==> src/rtl/fft_rr_scheduler.sv <==
// ---------------------------------------------------------------------------
// fft_rr_scheduler
//
// Shares one parallel-frame FFT core among NUM_CH channels. Each cycle a
// round-robin arbiter picks one channel that has a full frame ready and
// forwards that frame straight to the FFT core, with no buffering. The
// channel ID of every issued frame is pushed into a tag FIFO. Results come
// back from the core in issue order, so the FIFO head names the channel
// that owns the current result.
//
// Handshake rule on every val/rdy pair in this block: a transfer happens on
// a rising clk edge where val && rdy. A producer holding val high keeps its
// message stable until that transfer. fft_send_val never looks at
// fft_send_rdy, and it never looks at anything on the fft_recv_* side.
//
// Ports
//   clk           clock; all state updates on the rising edge
//   reset         asynchronous, active-low reset
//   ch_recv_msg   NUM_CH input frames; channel c at [c*FW +: FW]
//   ch_recv_val   channel c has a frame valid
//   ch_recv_rdy   frame from channel c is accepted this cycle
//   fft_send_msg  frame to the FFT core
//   fft_send_val  frame valid to the FFT core
//   fft_send_rdy  FFT core can take a frame
//   fft_recv_msg  result frame from the FFT core
//   fft_recv_val  result valid from the FFT core
//   fft_recv_rdy  result taken by the owning channel
//   ch_send_msg   result frame, broadcast to all channels
//   ch_send_val   result valid for channel c (one-hot or zero)
//   ch_send_rdy   channel c can take a result
//   inflight      tag FIFO occupancy
//   err_orphan    sticky: a result arrived while no tag was pending
// ---------------------------------------------------------------------------
module fft_rr_scheduler #(
    parameter int BIT_WIDTH    = 32,
    parameter int N_SAMPLES    = 8,
    parameter int NUM_CH       = 4,
    parameter int MAX_INFLIGHT = 4
) (
    input  logic                                    clk,
    input  logic                                    reset,
    input  logic [NUM_CH*N_SAMPLES*BIT_WIDTH-1:0]   ch_recv_msg,
    input  logic [NUM_CH-1:0]                       ch_recv_val,
    output logic [NUM_CH-1:0]                       ch_recv_rdy,
    output logic [N_SAMPLES*BIT_WIDTH-1:0]          fft_send_msg,
    output logic                                    fft_send_val,
    input  logic                                    fft_send_rdy,
    input  logic [N_SAMPLES*BIT_WIDTH-1:0]          fft_recv_msg,
    input  logic                                    fft_recv_val,
    output logic                                    fft_recv_rdy,
    output logic [N_SAMPLES*BIT_WIDTH-1:0]          ch_send_msg,
    output logic [NUM_CH-1:0]                       ch_send_val,
    input  logic [NUM_CH-1:0]                       ch_send_rdy,
    output logic [$clog2(MAX_INFLIGHT):0]           inflight,
    output logic                                    err_orphan
);

    localparam int FW    = BIT_WIDTH * N_SAMPLES;
    localparam int CW    = $clog2(NUM_CH);
    localparam int CW1   = CW + 1;
    localparam int PW    = $clog2(MAX_INFLIGHT);
    localparam int CNT_W = PW + 1;

    // -----------------------------------------------------------------------
    // State
    // -----------------------------------------------------------------------
    logic [CW-1:0]    rr_ptr;
    logic [PW-1:0]    wr_ptr;
    logic [PW-1:0]    rd_ptr;
    logic [CNT_W-1:0] count;
    logic [CW-1:0]    tag_mem [MAX_INFLIGHT];

    logic [CW-1:0]    grant;
    logic             any_val;
    logic [CW1-1:0]   idx_ext;
    logic [CW-1:0]    head;
    logic             full;
    logic             empty;
    logic             push;
    logic             pop;

    assign full     = (count == CNT_W'(MAX_INFLIGHT));
    assign empty    = (count == '0);
    assign head     = tag_mem[rd_ptr];
    assign inflight = count;

    // -----------------------------------------------------------------------
    // Round-robin arbiter: scan rr_ptr, rr_ptr+1, ... mod NUM_CH and take the
    // first valid channel. The sum is one bit wider so the wrap can be done
    // with a single compare-and-subtract for any NUM_CH, not just powers of 2.
    // -----------------------------------------------------------------------
    always_comb begin
        grant   = '0;
        any_val = 1'b0;
        idx_ext = '0;
        for (int i = 0; i < NUM_CH; i++) begin
            idx_ext = {1'b0, rr_ptr} + CW1'(i);
            if (idx_ext >= CW1'(NUM_CH)) begin
                idx_ext = idx_ext - CW1'(NUM_CH);
            end
            if (!any_val && ch_recv_val[idx_ext[CW-1:0]]) begin
                grant   = idx_ext[CW-1:0];
                any_val = 1'b1;
            end
        end
    end

    // -----------------------------------------------------------------------
    // Issue side. The reset term keeps every val/rdy output low while reset
    // is held, even if channels keep their valids up.
    // -----------------------------------------------------------------------
    assign fft_send_val = reset && any_val && !full;
    assign push         = fft_send_val && fft_send_rdy;

    // With no channel valid, grant stays 0, so channel 0 is driven.
    always_comb begin
        fft_send_msg = ch_recv_msg[0 +: FW];
        for (int c = 0; c < NUM_CH; c++) begin
            if (grant == CW'(c)) begin
                fft_send_msg = ch_recv_msg[c*FW +: FW];
            end
        end
    end

    always_comb begin
        ch_recv_rdy = '0;
        for (int c = 0; c < NUM_CH; c++) begin
            ch_recv_rdy[c] = (grant == CW'(c)) && push;
        end
    end

    // -----------------------------------------------------------------------
    // Return side: the FIFO head owns the result on fft_recv_*.
    // -----------------------------------------------------------------------
    assign fft_recv_rdy = !empty && ch_send_rdy[head];
    assign pop          = fft_recv_val && fft_recv_rdy;
    assign ch_send_msg  = fft_recv_msg;

    always_comb begin
        ch_send_val = '0;
        for (int c = 0; c < NUM_CH; c++) begin
            ch_send_val[c] = fft_recv_val && !empty && (head == CW'(c));
        end
    end

    // -----------------------------------------------------------------------
    // Sequential state
    // -----------------------------------------------------------------------
    always_ff @(posedge clk or negedge reset) begin
        if (!reset) begin
            rr_ptr     <= '0;
            wr_ptr     <= '0;
            rd_ptr     <= '0;
            count      <= '0;
            err_orphan <= 1'b0;
        end else begin
            if (push) begin
                wr_ptr <= wr_ptr + 1'b1;
                if (grant == CW'(NUM_CH - 1)) begin
                    rr_ptr <= '0;
                end else begin
                    rr_ptr <= grant + 1'b1;
                end
            end
            if (pop) begin
                rd_ptr <= rd_ptr + 1'b1;
            end
            // Push is already blocked when full, so no bypass case exists.
            case ({push, pop})
                2'b10:   count <= count + 1'b1;
                2'b01:   count <= count - 1'b1;
                default: count <= count;
            endcase
            if (fft_recv_val && empty) begin
                err_orphan <= 1'b1;
            end
        end
    end

    // Tag storage needs no reset: entries are only read while count > 0.
    always_ff @(posedge clk) begin
        if (push) begin
            tag_mem[wr_ptr] <= grant;
        end
    end

endmodule

==> config.mk <==
export PLATFORM = sky130hd
export DESIGN_NAME = fft_rr_scheduler
export DESIGN_NICKNAME = d
export VERILOG_FILES = /design/src/rtl/fft_rr_scheduler.sv
export SDC_FILE = /design/constraint.sdc
export NUM_CORES = 1
export LEC_CHECK = 0
export CAP_MARGIN = 20
export CORE_AREA = 4 4 713 715
export DETAILED_ROUTE_END_ITERATION = 7
export DIE_AREA = 0 0 717 719
export PLACE_DENSITY_LB_ADDON = 0.12
export RECOVER_POWER = 25
export SYNTH_ARGS = -nofsm -noshare
export SYNTH_HDL_FRONTEND = slang
export SYNTH_SLANG_ARGS = --single-unit
==> constraint.sdc <==
create_clock -name clk -period 3.1 [get_ports clk]
set_input_delay 0.62 -clock clk [delete_from_list [all_inputs] [get_ports clk]]
set_output_delay 0.62 -clock clk [all_outputs]
set_load 0.05 [all_outputs]
== Yosys cells after proc, flatten, opt, wreduce, memory -nomap -nowiden ==
Memory sizes are Yosys's and may differ from the RTL's.
Cells that the tools add are included.
Storage, ports and cells
  register bits: 10
  memory bits (writable): 8
  output and inout bits: 526
  logic and storage cells: 92
  memories: 1
Operators by class
  $add $sub $neg: 12
  $lt $le $gt $ge: 9
  eq/ne operators: 9
  mux-type cells: 29
  reduce and logical (&&, ||, !) cells: 27
Memories
  tag_mem: depth 4, width 2, rd ports 1, clocked after memory_dff 0, wr ports 1, line 71  | logic [CW-1:0] tag_mem [MAX_INFLIGHT];
Operators by type and width (count)
  $mux W256: 3
  $logic_and A1 B1 Y1: 18
  $mux W2: 9
  $lt A2 B3 Y1 const B: 5
  $mux W1: 11
  $bmux W1 S2: 5
  $eq A2 B2 Y1 const B: 5
  $ge A3 B3 Y1 const B: 3
  $sub A2 B1 Y2 const B: 4
  $add A2 B1 Y2 const B: 3
  $add A2 B2 Y3 const B: 2
  $eq A2 B1 Y1 const B: 3
  $pmux W3 S2: 1
  $logic_not A1 Y1: 5
  $logic_not A2 Y1: 2
  $add A2 B1 Y3 const B: 1
  $add A3 B1 Y3 const B: 1
  $eq A3 B3 Y1 const B: 1
  $ge A2 B3 Y1 const B: 1
  $logic_not A3 Y1: 1
  $sub A3 B1 Y3 const B: 1
  $reduce_bool A2 Y1: 1

== Longest topological paths before layout ==
Gate-level depths: netlist of the first run.
  depth in word-level cells: 19
  depth in mapped cells: 12
  depth with buffers taken out: 10

== Worst setup path before layout of the first run ==
No wires, ideal clock.
  kind: input-to-output
  start: input port ch_recv_val[0]
  end: output port fft_send_msg[226]
  data arrival time: 3323 ps
  required time: 2480 ps
  slack: -843 ps
  cell stages on the path: 11
  cells stage by stage: nor3b_1 a211o_1 inv_1 ha_1 clkbuf_1 buf_2 buf_2 mux2i_1 nor2_1 a21oi_1 o21ai_0
On the way
  longest elaborated chain between the ends: 16
  elaborated cells between the ends (all ways): 27
RTL lines
  start, declared: line 43  | input logic [NUM_CH-1:0] ch_recv_val,
  $bmux W1 S2: line 101  | if (!any_val && ch_recv_val[idx_ext[CW-1:0]]) begin
  $mux W1 (implied by the code): line 101
  $mux W1: line 101
  $logic_not A1 Y1: line 101
  $logic_and A1 B1 Y1: line 101
  $mux W1: line 101
  $logic_not A1 Y1: line 101
  $logic_and A1 B1 Y1: line 101
  $mux W1: line 101
  $logic_not A1 Y1: line 101
  $logic_and A1 B1 Y1: line 101
  $mux W2 *: line 101
  net grant[0]: line 73  | logic [CW-1:0] grant;
  $eq A2 B1 Y1: line 119  | if (grant == CW'(c)) begin
  $mux W256 (2 in series): line 119
  $mux W256 *: line 119
  end, declared: line 45  | output logic [N_SAMPLES*BIT_WIDTH-1:0] fft_send_msg,
The timed path passes the listed nets; every way through them passes the cells marked *. The select of a mux whose other input is x is not followed.

== Worst setup path in the final report of the first run ==
  start: input port ch_recv_val[0]
  end: output port fft_send_msg[133]
The elaborated chain is that of the path after synthesis.

==> metrics.md, run 1 <==
| Metric | Value |
|---|---|
| Status | finished with violations |
| Failing checks | setup timing |
| Gr usage total | 9.97% |
| CORE AREA | 0.501 sq mm |
| RR Startpoint | rd_ptr[0] |
| Area grow syn2layout | 305% |
| # placed instances | 9,664 |
| DRC errors left | 0 |
| Clk pwr share | less than 1% |
| Horiz. Die Dim | 717 microns |
| Clk slew on worst S/H paths | roughly 0.060 ns |
| Initial antenna violation count | 124 |
| Cell Area, Placed | ~0.038 sq mm |
| Critical Path RT | 2.48 ns |
| Area leader, netlist | mux2i_1 |
| Largest net degree at the start of global routing | 30 |
| CP arrival | 3.14 ns |
| Number of port buffers | 1,305 |
| WL final | 270,000 microns |
| Largest fanout on the critical path | 8 |
| Initial core utilization | 2.11% |
| Seq pwr share | 1.0% |
| FF-to-FF path depth | 9 |
| Setup crit end | fft_send_msg[133] |
| HP Class | reg -> reg |
| Tot Pwr | 43.6 mW |
| Cells along the critical path | buf_8 > buf_6 > buf_4 > a21oi_2 > o22a_1 > inv_2 > ha_4 > buf_12 > buf_16 > buf_16 > mux2i_2 > nor2_2 > a21oi_2 > buf_4 > o21ai_4 > buf_12 |
| TritonCTS Buffers | 3 |
| Post-Layout Cell Count | a little under 10,000 |
| Register bit total from synthesis | 18 |
| Cell Area, Synth | 0.0106 sq mm |
| Worst Max-Slew Pin Slew | roughly 0.75 ns |
| Period utilisation layout | 121% |
| Critical path origin | ch_recv_val[0] |
| Vias per inst | 1.92 |
| Global route overflow | 0 |
| Max-Cap Viols | 0 |
| Lkg Pwr | 13.2 nW |
| Net switching power | 24.9 mW |
| Crit end category | output port |
| # setup viols final | 259 |
| Final hold vios | 0 |
| First-pass GRT wire length | 316,000 microns |
| Max Freq | around 270 MHz |
| Cell-internal power | 18.7 mW |
| DR WL/cell | 27.6 microns |
| Final nets | 4,390 |
| Hold Path Depth | 1 |
| Ports | 1,818 |
| CP max-delay cell | o21ai_4 |
| Clk root buf | clkbuf_16 |
| Critical path class | in -> out |
| R2R setup slack | 0.27 ns |
| Num rows | between 200 and 300 |
| Vias in the first global route | 20,600 |
| Switching portion of total power | 57.0% |
| Final Skew | 0.00283 ns |
| Setup TNS after final layout | -125.55 ns |
| Unrepaired setup endpoints after global routing | yes |
| Final ANT Viol Nets | 0 |
| Power per cell area | 1020 mW/mm^2 |
| Clock buffer depth | 2 |
| TritonCTS clock tree | yes |
| CP max stage delay | 0.29 ns |
| Syn_nets | 3,069 |
| Synth area leaders | mux2i_1, buf_4, a21oi_1 |
| VDD IR max | between 0.0006 and 0.0007 V |
| YS warnings | 0 |
| Combinational power share | around 98% |
| Worst Slack Setup Final | -0.656 ns |
| DR vias | 18,800 |
| Pre-antenna DRT Iters | 4 |
| Max-slew headroom | between 50% and 60% |
| Synth cell types | 35 |
| DPL Wire Length | 249,000 microns |
| Final Cell Area | 0.0429 sq mm |
| Hold path startpoint | err_orphan |
| Pins Over Slew Limit | 0 |
| Reg2Reg Capture Point | inflight[2] |
| Die Footprint | 0.516 sq mm |
| CTS H-tree lvls | 1 |
| Synth top area share | 24.5% |
| Critical path startpoint category | input pin |
| Syn avg cell area | 5.99 sq um |
| CTS sink count | 18 |
| Post-synthesis sequential area ratio | 4.63% |
| Drt first-iter violations | approximately 630 |
| Post-layout min period | around 3.8 ns |
| GP Congestion | 0.782 |
| Clk Latency, worst-skew pair | 0.25 ns |
| Die height | 719 microns |
| Layout cells sized above 1 | 45.1% |
| Cells after synthesis | 1,767 |
what timing repair did:
action	in CTS	in global routing
hold buffers	0	0
resized for setup	574	227
pin swaps	58	87
buffers inserted	76	47
cloned	19	4
setup endpoints to repair	261	260
synthesized netlist by cell type, drive strengths merged:
library cell / n
mux2: 1
nor2: 259
o21a: 1
inv: 9
a211o: 1
a21o: 1
o22a: 1
fa: 1
o21ai: 259
and2: 1
a21oi: 259
dfrtp: 10
nor3b: 1
a211oi: 1
ha: 9
and2b: 2
nand3b: 1
o22ai: 1
nand2: 261
and3: 8
a31oi: 1
clkbuf: 111
xnor2: 3
mux2i: 259
mux4: 2
o41ai: 1
xor2: 3
or3b: 1
nor2b: 1
nor3: 1
buf: 289
edfxtp: 8
worst min-delay path by stage:
stage                       to  slack (ns)
floorplan           err_orphan        0.32
global placement    err_orphan        0.47
detailed placement  err_orphan        0.48
CTS                 err_orphan        0.50
global route        err_orphan        0.51
finish              err_orphan        0.49
stage by stage:
step	hold slack, ns	setup WS [ns]	utilization (%)
final	0.486	-0.656	8.56
after floorplan	0.324	-0.396	-
after CTS	0.503	-0.679	8.32
after global placement	0.467	-1.74	7.60
after global routing	0.509	-0.729	8.55
after detailed placement	0.476	-1.72	7.60
flip-flops by register name (all words and copies together), names as in the netlist:
register	flops
rr_ptr	2
tag_mem	8
wr_ptr	2
inflight	3
rd_ptr	2
err_orphan	1
cells in the final DEF (no fill, tap or decap), types with 3 or more instances in the layout:
cell,synthesis,layout
nand2_1,261,260
mux2i_2,0,59
diode_2,0,13
buf_16,0,28
inv_1,9,7
buf_4,256,190
xnor2_1,3,3
mux2i_1,259,141
a21oi_2,0,209
clkdlybuf4s50_1,0,1031
o21ai_4,0,256
mux2i_4,0,59
buf_8,0,16
nor2_4,0,24
bufbuf_16,0,4
dfrtp_1,10,9
clkbuf_16,0,7
a21oi_1,259,19
a21oi_4,0,31
and3_1,8,6
o21ai_0,259,3
xor2_1,3,3
nor2_2,0,50
ha_4,0,3
nor2_1,259,185
buf_6,0,92
ha_1,9,6
edfxtp_1,8,8
buf_12,0,346
layout make-up:
type | count | area [sq um]
fill | 58200 | 458000
timing repair buffer | 1716 | 21000
clock buffer | 4 | 88.8
multi-input combinational | 1340 | 12900
sequential | 18 | 492
inverter | 9 | 33.8
antenna | 13 | 32.5
tap | 6681 | 8360
logic make-up after synthesis:
family,share of synthesized area (%)
and+or+nand+nor,19.5
AOI/OAI and AO/OA,25.1
buffers and inverters,23.9
muxes,25.1
DFF,4.63
adders and majority gates,1.25
xor gates and xnor gates,0.497
layer usage:
| metal | global-route usage (%) | wire length (microns) | vias up |
|---|---|---|---|
| met3 | 8.10 | 48300 | 268 |
| li1 | - | - | 8417 |
| met5 | 0.738 | 747 | - |
| met4 | 0.941 | 3660 | 44 |
| met1 | 9.63 | 90200 | 8798 |
| met2 | 16.9 | 127000 | 1277 |
power groups by stage:
stage               registers (mW)  clock network, mW  logic (mW)
floorplan                    0.475                  0        17.2
CTS                          0.420              0.303        43.7
global placement             0.422                  0        39.6
finish                       0.425              0.293        42.9
global route                 0.440              0.311        45.6
detailed placement           0.421                  0        39.5
worst max-delay path: cells and delay by family:
kind                       cells  cell delay (ns)
AOI/OAI and AO/OA              4             0.65
buffers and inverters          9             1.24
and+or+nand+nor                1             0.15
muxes                          1             0.18
adders and majority gates      1             0.18
Power figures use the tool's default switching activity.
==> inputs of run 2 (changes only) <==
Settings changed: SETUP_SLACK_MARGIN set to 0.05.
==> run 2 against run 1 <==
Effect of this change:
- the run still ends with setup timing left
- sequential share of layout area barely moved
- die area is the same
- utilization hardly changed
- via count decreased by 1.5%
- largest power group unchanged
- global-route usage decreased by 0.38 points
- cell area is essentially flat
- hold slack got worse by 0.021 ns
==> metrics.md, run 2 (synthesized netlist as in run 1, its figures left out) <==
| Metric | Value |
|---|---|
| Status | finished with violations |
| Failing checks | setup timing |
| Clk slew on worst S/H paths | 0.06 ns |
| Max Freq | approximately 270 MHz |
| CP arrival | 3.10 ns |
| DRC errors left | 0 |
| Initial core utilization | 2.11% |
| TritonCTS Buffers | 3 |
| Max-slew headroom | 52.3% |
| Critical Path RT | between 2 and 2.5 ns |
| Gr usage total | 9.59% |
| Final hold vios | 0 |
| Critical path startpoint category | input pin |
| Number of port buffers | 1,305 |
| Drt first-iter violations | a little under 500 |
| Final Skew | 0.00180 ns |
| Largest fanout on the critical path | 9 |
| Post-layout min period | 3.72 ns |
| Setup crit end | fft_send_msg[135] |
| Ports | 1,818 |
| DPL Wire Length | approximately 240,000 microns |
| WL final | 260,000 microns |
| Final ANT Viol Nets | 0 |
| RR Startpoint | rd_ptr[0] |
| Vias per inst | around 1.9 |
| Lkg Pwr | around 13 nW |
| Critical path class | in -> out |
| GP Congestion | 0.778 |
| Largest net degree at the start of global routing | 25 |
| Sequential cell area | 492 sq um |
| Power per cell area | 1020 mW/mm^2 |
| Post-CTS Hold Fix Bufs | 0 |
| Crit end category | output port |
| Unrepaired setup endpoints after global routing | yes |
| Layout cells sized above 1 | between 40% and 50% |
| Worst Slack Setup Final | -0.618 ns |
| Initial antenna violation count | 78 |
| Biggest register | tag_mem |
| Clk root buf | clkbuf_16 |
| Critical path origin | ch_recv_val[0] |
| Setup TNS after final layout | -122.25 ns |
| Die height | 719 microns |
| Commonest non-fill, non-tap cell in the layout | clkdlybuf4s50_1 |
| First-pass GRT wire length | approximately 310,000 microns |
| Worst Max-Slew Pin Slew | between 0.7 and 0.8 ns |
| Final Cell Area | ~0.043 sq mm |
| DR vias | 18,500 |
| DR WL/cell | between 20 and 30 microns |
| HP Class | reg -> reg |
| FF-to-FF path depth | 9 |
| Clock buffer depth | 2 |
| Commonest non-fill, non-tap cells in the layout | clkdlybuf4s50_1, buf_12, o21ai_4, nand2_1, buf_4 |
| Num rows | 260 |
| Reg2Reg Capture Point | inflight[2] |
| CORE AREA | 0.501 sq mm |
| Period utilisation layout | 120% |
| Area grow syn2layout | 306% |
| Dpl ws | -1.74 ns |
| Pre-antenna DRT Iters | 4 |
| Clk Latency, worst-skew pair | ~0.25 ns |
| TritonCTS clock tree | yes |
| Final nets | around 4,400 |
| Horiz. Die Dim | 717 microns |
| Area of the multi-input gates | 0.0126 sq mm |
| Die Footprint | 0.516 sq mm |
| Max reg flops | 8 |
| R2R setup slack | 0.29 ns |
| Fill count | 58,300 |
| CTS H-tree lvls | 1 |
| # setup viols final | 259 |
| CTS sink count | 18 |
| Vias in the first global route | 20,400 |
| Max-Cap Viols | 0 |
| Global route overflow | 0 |
| Pins Over Slew Limit | 0 |
| VDD IR max | 0.000467 V |
| Cell Area, Placed | 0.0382 sq mm |
run 2: routing by layer:
layer  GRT usage [%]  part of all wire, %  vias up
li1                -                    -     8518
met1            9.67                   35     8623
met2            16.1                   47     1168
met3            7.54                   17      186
met4           0.679                 0.82       18
met5          0.0840                0.058        -
run 2: final cells by class:
cell class	instances	share of cell area [%]
multi-input combinational	1340	29.2
clock inverter	1	0.00874
clock buffer	3	0.175
sequential	18	1.15
inverter	9	0.0787
antenna	23	0.134
timing repair buffer	1744	49.7
tap	6681	19.5
run 2: report_power, final:
| part | internal, mW | switching [mW] |
|---|---|---|
| clock network | 0.172 | 0.0958 |
| registers | 0.341 | 0.0830 |
| logic | 18.4 | 24.7 |
| total | 18.9 | 24.9 |
run 2: how the worst min path moves through the flow:
stage	start	endpoint	slack [ns]	depth (start not counted)
floorplan	reset	err_orphan	0.32	0
global placement	err_orphan	err_orphan	0.45	1
detailed placement	err_orphan	err_orphan	0.46	1
CTS	err_orphan	err_orphan	0.48	1
global route	err_orphan	err_orphan	0.51	1
finish	err_orphan	err_orphan	0.47	1
run 2: timing repair:
item	in CTS	in global routing
buffers inserted	63	49
gates resized for setup	447	279
cloned	20	7
pin swaps	35	65
endpoints found under the setup margin	262	261
run 2: metrics by stage:
stage	hold slack, ns	utilization (%)	total power [mW]	instances
final	0.465	8.56	43.8	9819
after global routing	0.507	8.55	46.5	9799
after CTS	0.477	8.23	44.1	9753
after detailed placement	0.460	7.63	40.2	9668
after global placement	0.454	7.63	40.3	9668
after floorplan	0.324	-	17.7	1767
run 2: worst max-delay path: stages:
cell     delay [ns]
buf_8          0.10
buf_6          0.11
nor3b_2        0.14
a211o_1        0.26
buf_4          0.16
ha_4           0.20
buf_16         0.16
buf_16         0.21
buf_12         0.13
buf_12         0.14
nor2_1         0.10
a21oi_1        0.06
buf_4          0.14
o21ai_4        0.26
buf_12         0.19
